## src/rtl/npu_arbiter_pkg.sv

```systemverilog
// Shared types and helpers for the NPU resource arbiter.
// Holds the arbiter state enum and the grant-index width helper.
package npu_arbiter_pkg;

   typedef enum logic {
      ARB_IDLE = 1'b0,
      ARB_BUSY = 1'b1
   } arb_state_t;

   function automatic int ARB_ID_W(input int n);
      return $clog2(n);
   endfunction

endpackage

```

## src/rtl/priority_encoder_npu.sv

```systemverilog
// LSB-first priority encoder: index of the lowest set bit.
// Ports: i_vec request vector, o_idx winner index, o_valid any bit set.
module priority_encoder_npu
   import npu_arbiter_pkg::*;
#(
   parameter int N = 4
) (
   input  logic [N-1:0]             i_vec,
   output logic [ARB_ID_W(N)-1:0]   o_idx,
   output logic                     o_valid
);

   localparam int W = ARB_ID_W(N);

   // Scan from the top down so the lowest set bit is the last one written.
   always_comb begin
      o_idx   = '0;
      o_valid = 1'b0;
      for (int i = N - 1; i >= 0; i--) begin
         if (i_vec[i]) begin
            o_idx   = W'(i);
            o_valid = 1'b1;
         end
      end
   end

endmodule

```

## src/rtl/rr_lock_arbiter_npu.sv

```systemverilog
// Round-robin arbiter with grant locking and a beat cap per grant.
// Ports: clk, reset_n, req/req_last/res_ready in; grant_oh/grant_id/grant_valid/beat_fire/forced_release out.
module rr_lock_arbiter_npu
   import npu_arbiter_pkg::*;
#(
   parameter int NUM_REQ   = 4,
   parameter int MAX_BEATS = 16
) (
   input  logic                          clk,
   input  logic                          reset_n,
   input  logic [NUM_REQ-1:0]            req,
   input  logic [NUM_REQ-1:0]            req_last,
   input  logic                          res_ready,
   output logic [NUM_REQ-1:0]            grant_oh,
   output logic [ARB_ID_W(NUM_REQ)-1:0]  grant_id,
   output logic                          grant_valid,
   output logic                          beat_fire,
   output logic                          forced_release
);

   localparam int ID_W  = ARB_ID_W(NUM_REQ);
   localparam int CNT_W = $clog2(MAX_BEATS + 1);
   localparam logic [CNT_W-1:0] CNT_LAST = CNT_W'(MAX_BEATS - 1);
   localparam logic [ID_W-1:0]  PTR_RST  = ID_W'(NUM_REQ - 1);

   arb_state_t          r_state;
   logic [NUM_REQ-1:0]  r_grant_oh;
   logic [ID_W-1:0]     r_grant_id;
   logic [CNT_W-1:0]    r_cnt;
   logic [ID_W-1:0]     r_ptr;
   logic                r_forced;

   arb_state_t          w_state_nxt;
   logic [NUM_REQ-1:0]  w_grant_oh_nxt;
   logic [ID_W-1:0]     w_grant_id_nxt;
   logic [CNT_W-1:0]    w_cnt_nxt;
   logic [ID_W-1:0]     w_ptr_nxt;
   logic                w_forced_nxt;

   logic                w_valid;
   logic                w_fire;
   logic                w_last;
   logic                w_cap;
   logic [NUM_REQ-1:0]  w_arb_req;
   logic [NUM_REQ-1:0]  w_mask;
   logic [ID_W-1:0]     w_m_idx;
   logic                w_m_valid;
   logic [ID_W-1:0]     w_u_idx;
   logic                w_u_valid;
   logic [ID_W-1:0]     w_win_id;
   logic [NUM_REQ-1:0]  w_win_oh;

   assign w_valid = |r_grant_oh;
   assign w_fire  = w_valid & req[r_grant_id] & res_ready;
   assign w_last  = req_last[r_grant_id];
   assign w_cap   = (r_cnt == CNT_LAST);

   // The current owner never competes on its own release.
   assign w_arb_req = (r_state == ARB_IDLE) ? req : (req & ~r_grant_oh);

   always_comb begin
      w_mask = '0;
      for (int i = 0; i < NUM_REQ; i++) begin
         w_mask[i] = (ID_W'(i) > r_ptr);
      end
   end

   priority_encoder_npu #(
      .N       (NUM_REQ)
   ) u_pe_masked (
      .i_vec   (w_arb_req & w_mask),
      .o_idx   (w_m_idx),
      .o_valid (w_m_valid)
   );

   priority_encoder_npu #(
      .N       (NUM_REQ)
   ) u_pe_unmasked (
      .i_vec   (w_arb_req),
      .o_idx   (w_u_idx),
      .o_valid (w_u_valid)
   );

   // Masked winner wraps to the unmasked one when nothing sits above ptr.
   assign w_win_id = w_m_valid ? w_m_idx : w_u_idx;
   assign w_win_oh = NUM_REQ'(1) << w_win_id;

   always_comb begin
      w_state_nxt    = r_state;
      w_grant_oh_nxt = r_grant_oh;
      w_grant_id_nxt = r_grant_id;
      w_cnt_nxt      = r_cnt;
      w_ptr_nxt      = r_ptr;
      w_forced_nxt   = 1'b0;
      case (r_state)
         ARB_IDLE: begin
            if (w_u_valid) begin
               w_state_nxt    = ARB_BUSY;
               w_grant_oh_nxt = w_win_oh;
               w_grant_id_nxt = w_win_id;
               w_cnt_nxt      = '0;
               w_ptr_nxt      = w_win_id;
            end
         end
         ARB_BUSY: begin
            if (w_fire) begin
               if (w_last || w_cap) begin
                  // A real last beat wins over the cap.
                  w_forced_nxt = w_cap & ~w_last;
                  w_cnt_nxt    = '0;
                  if (w_u_valid) begin
                     w_grant_oh_nxt = w_win_oh;
                     w_grant_id_nxt = w_win_id;
                     w_ptr_nxt      = w_win_id;
                  end else begin
                     w_state_nxt    = ARB_IDLE;
                     w_grant_oh_nxt = '0;
                     w_grant_id_nxt = '0;
                  end
               end else begin
                  w_cnt_nxt = r_cnt + CNT_W'(1);
               end
            end
         end
         default: begin
            w_state_nxt    = ARB_IDLE;
            w_grant_oh_nxt = '0;
            w_grant_id_nxt = '0;
            w_cnt_nxt      = '0;
         end
      endcase
   end

   always_ff @(posedge clk) begin
      if (!reset_n) begin
         r_state    <= ARB_IDLE;
         r_grant_oh <= '0;
         r_grant_id <= '0;
         r_cnt      <= '0;
         r_ptr      <= PTR_RST;
         r_forced   <= 1'b0;
      end else begin
         r_state    <= w_state_nxt;
         r_grant_oh <= w_grant_oh_nxt;
         r_grant_id <= w_grant_id_nxt;
         r_cnt      <= w_cnt_nxt;
         r_ptr      <= w_ptr_nxt;
         r_forced   <= w_forced_nxt;
      end
   end

   assign grant_oh       = r_grant_oh;
   assign grant_id       = r_grant_id;
   assign grant_valid    = w_valid;
   assign beat_fire      = w_fire;
   assign forced_release = r_forced;

endmodule

```

## config.mk

```make
export PLATFORM = sky130hd
export DESIGN_NAME = rr_lock_arbiter_npu
export DESIGN_NICKNAME = d
export VERILOG_FILES = /design/src/rtl/npu_arbiter_pkg.sv /design/src/rtl/priority_encoder_npu.sv /design/src/rtl/rr_lock_arbiter_npu.sv
export SDC_FILE = /design/constraint.sdc
export NUM_CORES = 1
export LEC_CHECK = 0
export ABC_AREA = 1
export CORE_MARGIN = 3
export CORE_UTILIZATION = 35
export CTS_CLUSTER_SIZE = 10
export DETAILED_ROUTE_END_ITERATION = 10
export DONT_BUFFER_PORTS = 1
export SYNTH_ARGS = -nofsm -noshare
export SYNTH_HDL_FRONTEND = slang
export SYNTH_SLANG_ARGS = --single-unit
```

## constraint.sdc

```tcl
create_clock -name clk -period 2.3 [get_ports clk]
set_clock_uncertainty 0.15 [all_clocks]
set_input_delay 0.46 -clock clk [delete_from_list [all_inputs] [get_ports clk]]
set_output_delay 0.46 -clock clk [all_outputs]
set_load 0.02 [all_outputs]
```

==> out/metrics.cfg, run 1 <==
[cts]
cts_buffer_depth=2
cts-root-buf=clkbuf_4
tritoncts=yes
cts.sinks=15
htreeDepth=1
cts_buffers=3
clkLatencyLatePin_ps=280
cts_hold_buf=0
cts-resized-gates=0
path_clk_slew_ps=90
post_cts_buffers=0

[global_routing]
first_global_vias=827
grt_pass1_wl_mm=3.59
grt_overflow=0
track_usage=0.137
antenna_found_initial=0
grt_max_degree=19

[synth]
synth_top_area_share=0.307
syn_nets=157
synth_area_sq_um=977
async_flop_share=0
netlist_top_cells_count=nand2_1 (33), nand3_1 (27), dfxtp_1 (15), nor2_1 (14)
ys_seq_elements=15
avgSynthCellArea_sq_um=6.79
ys_warn_count=0
synth_cells=144
ys.flop_type=dfxtp_1
yosysMostFrequentCell=nand2_1
ys_types=28
yosys.area.top_type=dfxtp_1
ys_seq_area_frac=0.307
synth_area_leaders=dfxtp_1 (31%), nand3_1 (14%), nand2_1 (13%)
synth_edf_count=0

[floorplanning]
dieArea_sq_um=3460
row_count=18
core-area_sq_um=2570
die_w_um=58.8
die_y_um=58.8
io_pins=20
initial_utilization=0.381

[critical_path]
crit_type=flop to primary output
arrival_ps=1490
required_ps=1690
cp-start-kind=flop
end_kind=primary output
r2r_setup_slack_ps=510
worstPathMaxFanout=4

[timing]
fin_crit_sh=0.914
relSlewSlack=0.714
fin_crit_ps=2100
finalSetupViolCount=0
max_freq_mhz=476
rsz0062_at_grt=false
final_critical_path_setup_slack_ps=198
fin_setup_tns_ps=0
drv_slew=0
timing_hold_violations_final=0
tightest_slew_ps=428

[hold_path]
hold_path.class=primary input to flop

[route]
drc=0
vias=931
wl_per_cell_um=12.3
via_per_inst=5.32
first_pass_iters=4
ant_nets=0
drtIter0Drc=70
wirelength_mm=2.16

[placed_design]
gp_congestion=0.814
hpwl_mm=1.76
dp_slack_ps=515
port_buffers=0

[layout]
drive_gt1_frac=0.179
fillCellCount=279
area_growth_pct=4.61
antennaDiodeCount=0
layout.nets=159

[pwr]
powerDensity_nw_per_um2=660
p_leak_nw=0.468
peakVddDrop_uv=237

[run]
maxCapViolCount=0

[run_status]
status=finished, final reports clean

## flip-flops by register name, indices dropped and copies added (netlist names)
register	count
r_state	1
r_cnt	5
grant_oh	4
r_ptr	2
forced_release	1
grant_id	2
## critical path, cell delays in order (launching register included)
cell and delay [ps]:
dfxtp_1 560, nor2_1 120, a21boi_1 190, nand3_2 140, inv_1 210
## cell usage in the layout (no fill, tap or decap)
master / netlist / routed
nand3_1: 27 / 27
a21oi_1: 5 / 5
nand3_2: 2 / 2
nand3b_1: 1 / 1
nor3_1: 2 / 2
inv_4: 2 / 2
inv_2: 2 / 2
o21ai_2: 2 / 2
xnor2_1: 1 / 1
nor2_2: 1 / 1
o21ai_0: 2 / 2
nand2_8: 1 / 1
dfxtp_1: 15 / 15
clkbuf_1: 2 / 1
nand2_2: 9 / 9
and3_1: 1 / 1
nor2_4: 1 / 1
nor2_1: 14 / 14
nand2_1: 33 / 33
ha_1: 2 / 2
nand2_4: 2 / 2
a21boi_1: 1 / 1
clkbuf_4: 0 / 3
inv_1: 9 / 9
a21oi_2: 1 / 1
or2_1: 1 / 1
o21ai_1: 3 / 3
xor2_1: 1 / 1
## where the power goes
group,switching [mW],internal (mW),leakage (nW)
combinational,0.130,0.0642,0.331
sequential,0.0447,0.283,0.123
clock,0.0854,0.0674,0.0150
total,0.260,0.415,0.468
## final cells by class
class                   count  area, sq um  share of cell area
multi-input cells         113          604               0.591
flip-flops and latches     15          300               0.294
clock buffers               4         26.3              0.0257
inverters                  13         53.8              0.0526
well taps                  30         37.5              0.0367
## stage by stage
step           power (mW)  instances  cell area (sq um)  hold WS, ps  utilization
2_1_floorplan       0.498        144                977          306            -
3_3_place_gp        0.526        171                996          332        0.388
3_5_place_dp        0.529        171                996          359        0.388
4_1_cts             0.682        175               1020          116        0.398
5_1_grt             0.724        175               1020          101        0.398
6_report            0.675        175               1020          116        0.398
## kinds of logic after synthesis
logic type / share of synthesized area
buf+inv: 0.0743
compound gates: 0.0858
simple gates: 0.489
xor+xnor: 0.0179
fa+ha+maj: 0.0256
flops: 0.307
## final timing paths
check                    from   endpoint  cells past startpoint
setup / recovery  grant_oh[3]  beat_fire                      4
hold / removal        reset_n   r_ptr[1]                      1
setup reg to reg     r_cnt[0]   r_ptr[0]                     11
hold reg to reg      r_cnt[4]   r_cnt[4]                      2
## per-layer routing
layer  share of wire  GRT usage  wire, um  vias to the layer above
li1                -          -         -                      482
met1            0.46      0.181      1000                      415
met2            0.43      0.211       922                       30
met3           0.093     0.0351       201                        4
met4           0.015     0.0583        33                        0
met5               0          0         0                        -
Power figures use the tool's default switching activity.
==> run 2, diff against run 1 <==
--- a/config.mk
+++ b/config.mk
@@ -6,11 +6,12 @@
 export NUM_CORES = 1
 export LEC_CHECK = 0
 export ABC_AREA = 1
-export CORE_MARGIN = 3
+export CORE_MARGIN = 4
 export CORE_UTILIZATION = 35
 export CTS_CLUSTER_SIZE = 10
 export DETAILED_ROUTE_END_ITERATION = 10
 export DONT_BUFFER_PORTS = 1
+export MAX_ROUTING_LAYER = met4
 export SYNTH_ARGS = -nofsm -noshare
 export SYNTH_HDL_FRONTEND = slang
 export SYNTH_SLANG_ARGS = --single-unit
==> run 2 against run 1 <==
Effect of this change: sequential power is essentially flat; count of clock-buffer cells in the layout unchanged; worst hold slack worse by 6.4 ps; flip-flop and latch count unchanged; design area is the same; register-to-register slack worse by 40 ps; first-iteration DRC count is 19% higher; sequential share of layout area stayed put; core utilization stayed put; fmax is 0.43% higher; clock power is essentially flat; critical path depth is the same; largest cell class unchanged.
==> out/metrics.cfg, run 2 (same netlist as run 1, synthesis figures left out) <==
[critical_path]
end_kind=primary output
path_delay_family=flip-flops
required_ps=1690
r2r-end=grant_id[1]
cpPeakStageDelay_ps=560
worstPathCellList=nor2_1 > a21boi_1 > nand3_2 > inv_1
worstPathMaxFanout=4
r2r_setup_slack_ps=470
crit_type=flop to primary output
arrival_ps=1480
critPathSlowestCell=dfxtp_1
worst-path-buf-inv=1
rr_startpoint=r_cnt[0]
cp-start-kind=flop
reg2regPathDepth=11

[cts]
cts.sinks=15
cts-root-buf=clkbuf_4
cts_buffers=3
tritoncts=yes
cts-resized-gates=0
cts_hold_buf=0
clkLatencyLatePin_ps=280
path_clk_slew_ps=90
htreeDepth=1
post_cts_buffers=0
cts_buffer_depth=2

[floorplanning]
core-area_sq_um=2570
initial_utilization=0.381
io_pins=20
row_count=18
die_y_um=60.8
dieArea_sq_um=3700
die_w_um=60.8

[layout]
antennaDiodeCount=0
mostFrequentLayoutCell=nand2_1
layout.nets=159
largest_reg_flops=5
instances_no_fill=175
area_growth_pct=4.61
regMostFlops=r_cnt
utilization=0.398
final_cell_mix=nand2_1 (33), nand3_1 (27), dfxtp_1 (15)
drive_gt1_frac=0.179

[route]
wl_per_cell_um=13.6
ant_nets=0
drc=0
drtIter0Drc=83
via_per_inst=5.34
vias=935
wirelength_mm=2.39
first_pass_iters=4

[global_routing]
antenna_found_initial=0
grt_pass1_wl_mm=3.83
track_usage=0.144
first_global_vias=891
grt_overflow=0
grt_max_degree=19

[pwr]
p_leak_nw=0.468
powerDensity_nw_per_um2=666
p_switching_uw=266
clkPwrFrac=0.224
power.share.switching=0.391
seq_power_share=0.485
peakVddDrop_uv=280
power_frac_comb=0.291
intPower_uw=415

[timing]
finalSetupViolCount=0
tightest_slew_ps=435
relSlewSlack=0.709
fin_crit_sh=0.910
drv_slew=0
fin_crit_ps=2090
timing_hold_violations_final=0
max_freq_mhz=478
rsz0062_at_grt=false
fin_setup_tns_ps=0

[placed_design]
hpwl_mm=1.91
place_inst=171
port_buffers=0
gp_congestion=0.865

[hold_path]
worstHoldPathCells=1
worstHoldStart=reset_n
hold_path.class=primary input to flop
holdPathEnd=r_ptr[1]

[run_status]
status=finished, final reports clean

[run]
maxCapViolCount=0

## run 2: layer usage
metal / vias up / routed length, um / GRT usage
met2: 29 / 1110 / 0.241
met5: - / 0 / -
li1: 470 / - / -
met1: 432 / 1030 / 0.164
met4: 0 / 25 / 0.0526
met3: 4 / 218 / 0.0362
## run 2: through the flow
step           setup WS, ps  hold slack, ps  cell area, sq um  total power, mW
2_1_floorplan           642             306               977            0.498
3_3_place_gp            495             332               996            0.529
3_5_place_dp            497             338               996            0.532
4_1_cts                 198             111              1020            0.681
5_1_grt                 128             111              1020            0.717
6_report                207             110              1020            0.681
## run 2: cell type report
type	instances	area (sq um)
fill	286	1550
sequential	15	300
clock buffer	4	26.3
multi-input combinational	113	604
tap	30	37.5
inverter	13	53.8
## run 2: how the worst max path moves through the flow
stage | start | endpoint | slack [ps] | cells past startpoint
final | grant_oh[3] | beat_fire | 210 | 4
after global routing | grant_oh[3] | beat_fire | 130 | 4
after CTS | grant_oh[3] | beat_fire | 200 | 4
after detailed placement | r_cnt[0] | grant_id[1] | 500 | 11
after global placement | r_cnt[0] | grant_id[1] | 500 | 11
after floorplan | r_cnt[0] | r_ptr[1] | 640 | 11
## run 2: power by group through the flow
| stage | Combinational (mW) | Sequential, mW | Clock, mW |
|---|---|---|---|
| global placement | 0.194 | 0.335 | 0 |
| global route | 0.223 | 0.333 | 0.161 |
| detailed placement | 0.196 | 0.336 | 0 |
| finish | 0.198 | 0.330 | 0.153 |
| floorplan | 0.176 | 0.322 | 0 |
| CTS | 0.198 | 0.330 | 0.152 |
==> run 3, diff against run 2 <==
--- a/config.mk
+++ b/config.mk
@@ -7,11 +7,13 @@
 export LEC_CHECK = 0
 export ABC_AREA = 1
 export CORE_MARGIN = 4
-export CORE_UTILIZATION = 35
+export CORE_UTILIZATION = 60
 export CTS_CLUSTER_SIZE = 10
 export DETAILED_ROUTE_END_ITERATION = 10
 export DONT_BUFFER_PORTS = 1
 export MAX_ROUTING_LAYER = met4
+export PLACE_DENSITY = 0.76
+export REMOVE_ABC_BUFFERS = 1
 export SYNTH_ARGS = -nofsm -noshare
 export SYNTH_HDL_FRONTEND = slang
 export SYNTH_SLANG_ARGS = --single-unit
==> run 3 against run 2 <==
Effect of this change: core utilization is 26 points higher; fmax is 1.3% higher; largest power group unchanged; critical path depth stayed put; register-to-register slack better by 30 ps; via count is 1.4% lower; combinational power hardly changed; clock power hardly changed; first-iteration DRC count is 73% lower; design area is 1.6% lower; wire length is 11% lower; critical path type unchanged; power is 0.33% lower.
==> out/metrics.cfg, run 3 (same netlist as run 1, synthesis figures left out) <==
[run_status]
status=finished, final reports clean

[global_routing]
grt_max_degree=19
first_global_vias=839
grt_overflow=0
grt_pass1_wl_mm=3.64
antenna_found_initial=0
track_usage=0.194

[critical_path]
crit_type=flop to primary output
cp-start-kind=flop
arrival_ps=1460
required_ps=1690
r2r_setup_slack_ps=500
worstPathMaxFanout=4
end_kind=primary output

[layout]
final_cell_mix=nand2_1 (33), nand3_1 (27), dfxtp_1 (15)
fillCellCount=148
layout.nets=159
regMostFlops=r_cnt
drive_gt1_frac=0.186
area_growth_pct=2.94
largest_reg_flops=5
instances_no_fill=161
antennaDiodeCount=0
mostFrequentLayoutCell=nand2_1

[cts]
path_clk_slew_ps=90
tritoncts=yes
cts-root-buf=clkbuf_4
cts_buffers=3
post_cts_buffers=0
htreeDepth=1
cts.sinks=15
cts-resized-gates=0
cts_buffer_depth=2
clkLatencyLatePin_ps=280
cts_hold_buf=0

[run]
maxCapViolCount=0

[timing]
final_critical_path_setup_slack_ps=234
tightest_slew_ps=423
relSlewSlack=0.718
whs_ps=103
fin_crit_ps=2070
fin_setup_tns_ps=0
rsz0062_at_grt=false
max_freq_mhz=484
timing_hold_violations_final=0
fin_crit_sh=0.898
finalSetupViolCount=0
drv_slew=0

[pwr]
clkPwrFrac=0.228
intPower_uw=412
peakVddDrop_uv=481
power.share.switching=0.393
powerDensity_nw_per_um2=674
p_leak_nw=0.471
p_switching_uw=266
seq_power_share=0.482
power_frac_comb=0.290
finalPower_uw=678

[placed_design]
dp_slack_ps=512
port_buffers=0
hpwl_mm=1.72
gp_congestion=0.850
place_inst=157

[route]
vias=922
via_per_inst=5.73
wirelength_mm=2.12
drc=0
wl_per_cell_um=13.2
first_pass_iters=4
ant_nets=0
drtIter0Drc=22

[floorplanning]
initial_utilization=0.641
die_y_um=48.4
dieArea_sq_um=2340
io_pins=20
core-area_sq_um=1520
die_w_um=48.4
row_count=14

[hold_path]
hold_path.class=primary input to flop

## run 3: stage by stage
| step | cell area, sq um | utilization |
|---|---|---|
| floorplan | 958 | - |
| global placement | 978 | 0.642 |
| CTS | 1010 | 0.660 |
| detailed placement | 978 | 0.642 |
| global route | 1010 | 0.660 |
| finish | 1010 | 0.660 |
## run 3: metal layers
metal  up-vias  global-route usage  share of wire
met2        40               0.272           0.44
li1        472                   -              -
met4         0              0.0599          0.011
met3         4              0.0675          0.091
met1       406               0.260           0.46
met5         -                   -              0
## run 3: critical path: stages, from the launching register on
cell	delay (ps)
dfxtp_1	540
nor2_1	120
a21boi_1	170
nand3_2	130
inv_1	200
## run 3: final timing paths
path	from	to	cells past startpoint
worst max-delay path	grant_oh[3]	beat_fire	4
worst min-delay path	reset_n	r_ptr[0]	1
worst max register to register	r_cnt[0]	grant_oh[3]	11
worst min register to register	r_ptr[0]	r_ptr[0]	2
## run 3: layout make-up
cell class,count,area (sq um),area share
multi-input combinational,113,604,0.601
sequential,15,300,0.299
inverter,13,53.8,0.0535
clock buffer,3,22.5,0.0224
tap,16,20.0,0.0199
clock inverter,1,5.00,0.00498
## run 3: power by group through the flow
stage	clock network, mW	logic, mW	registers [mW]
2_1_floorplan	0	0.167	0.324
3_3_place_gp	0	0.192	0.332
3_5_place_dp	0	0.196	0.333
4_1_cts	0.158	0.197	0.327
5_1_grt	0.174	0.222	0.332
6_report	0.155	0.197	0.327
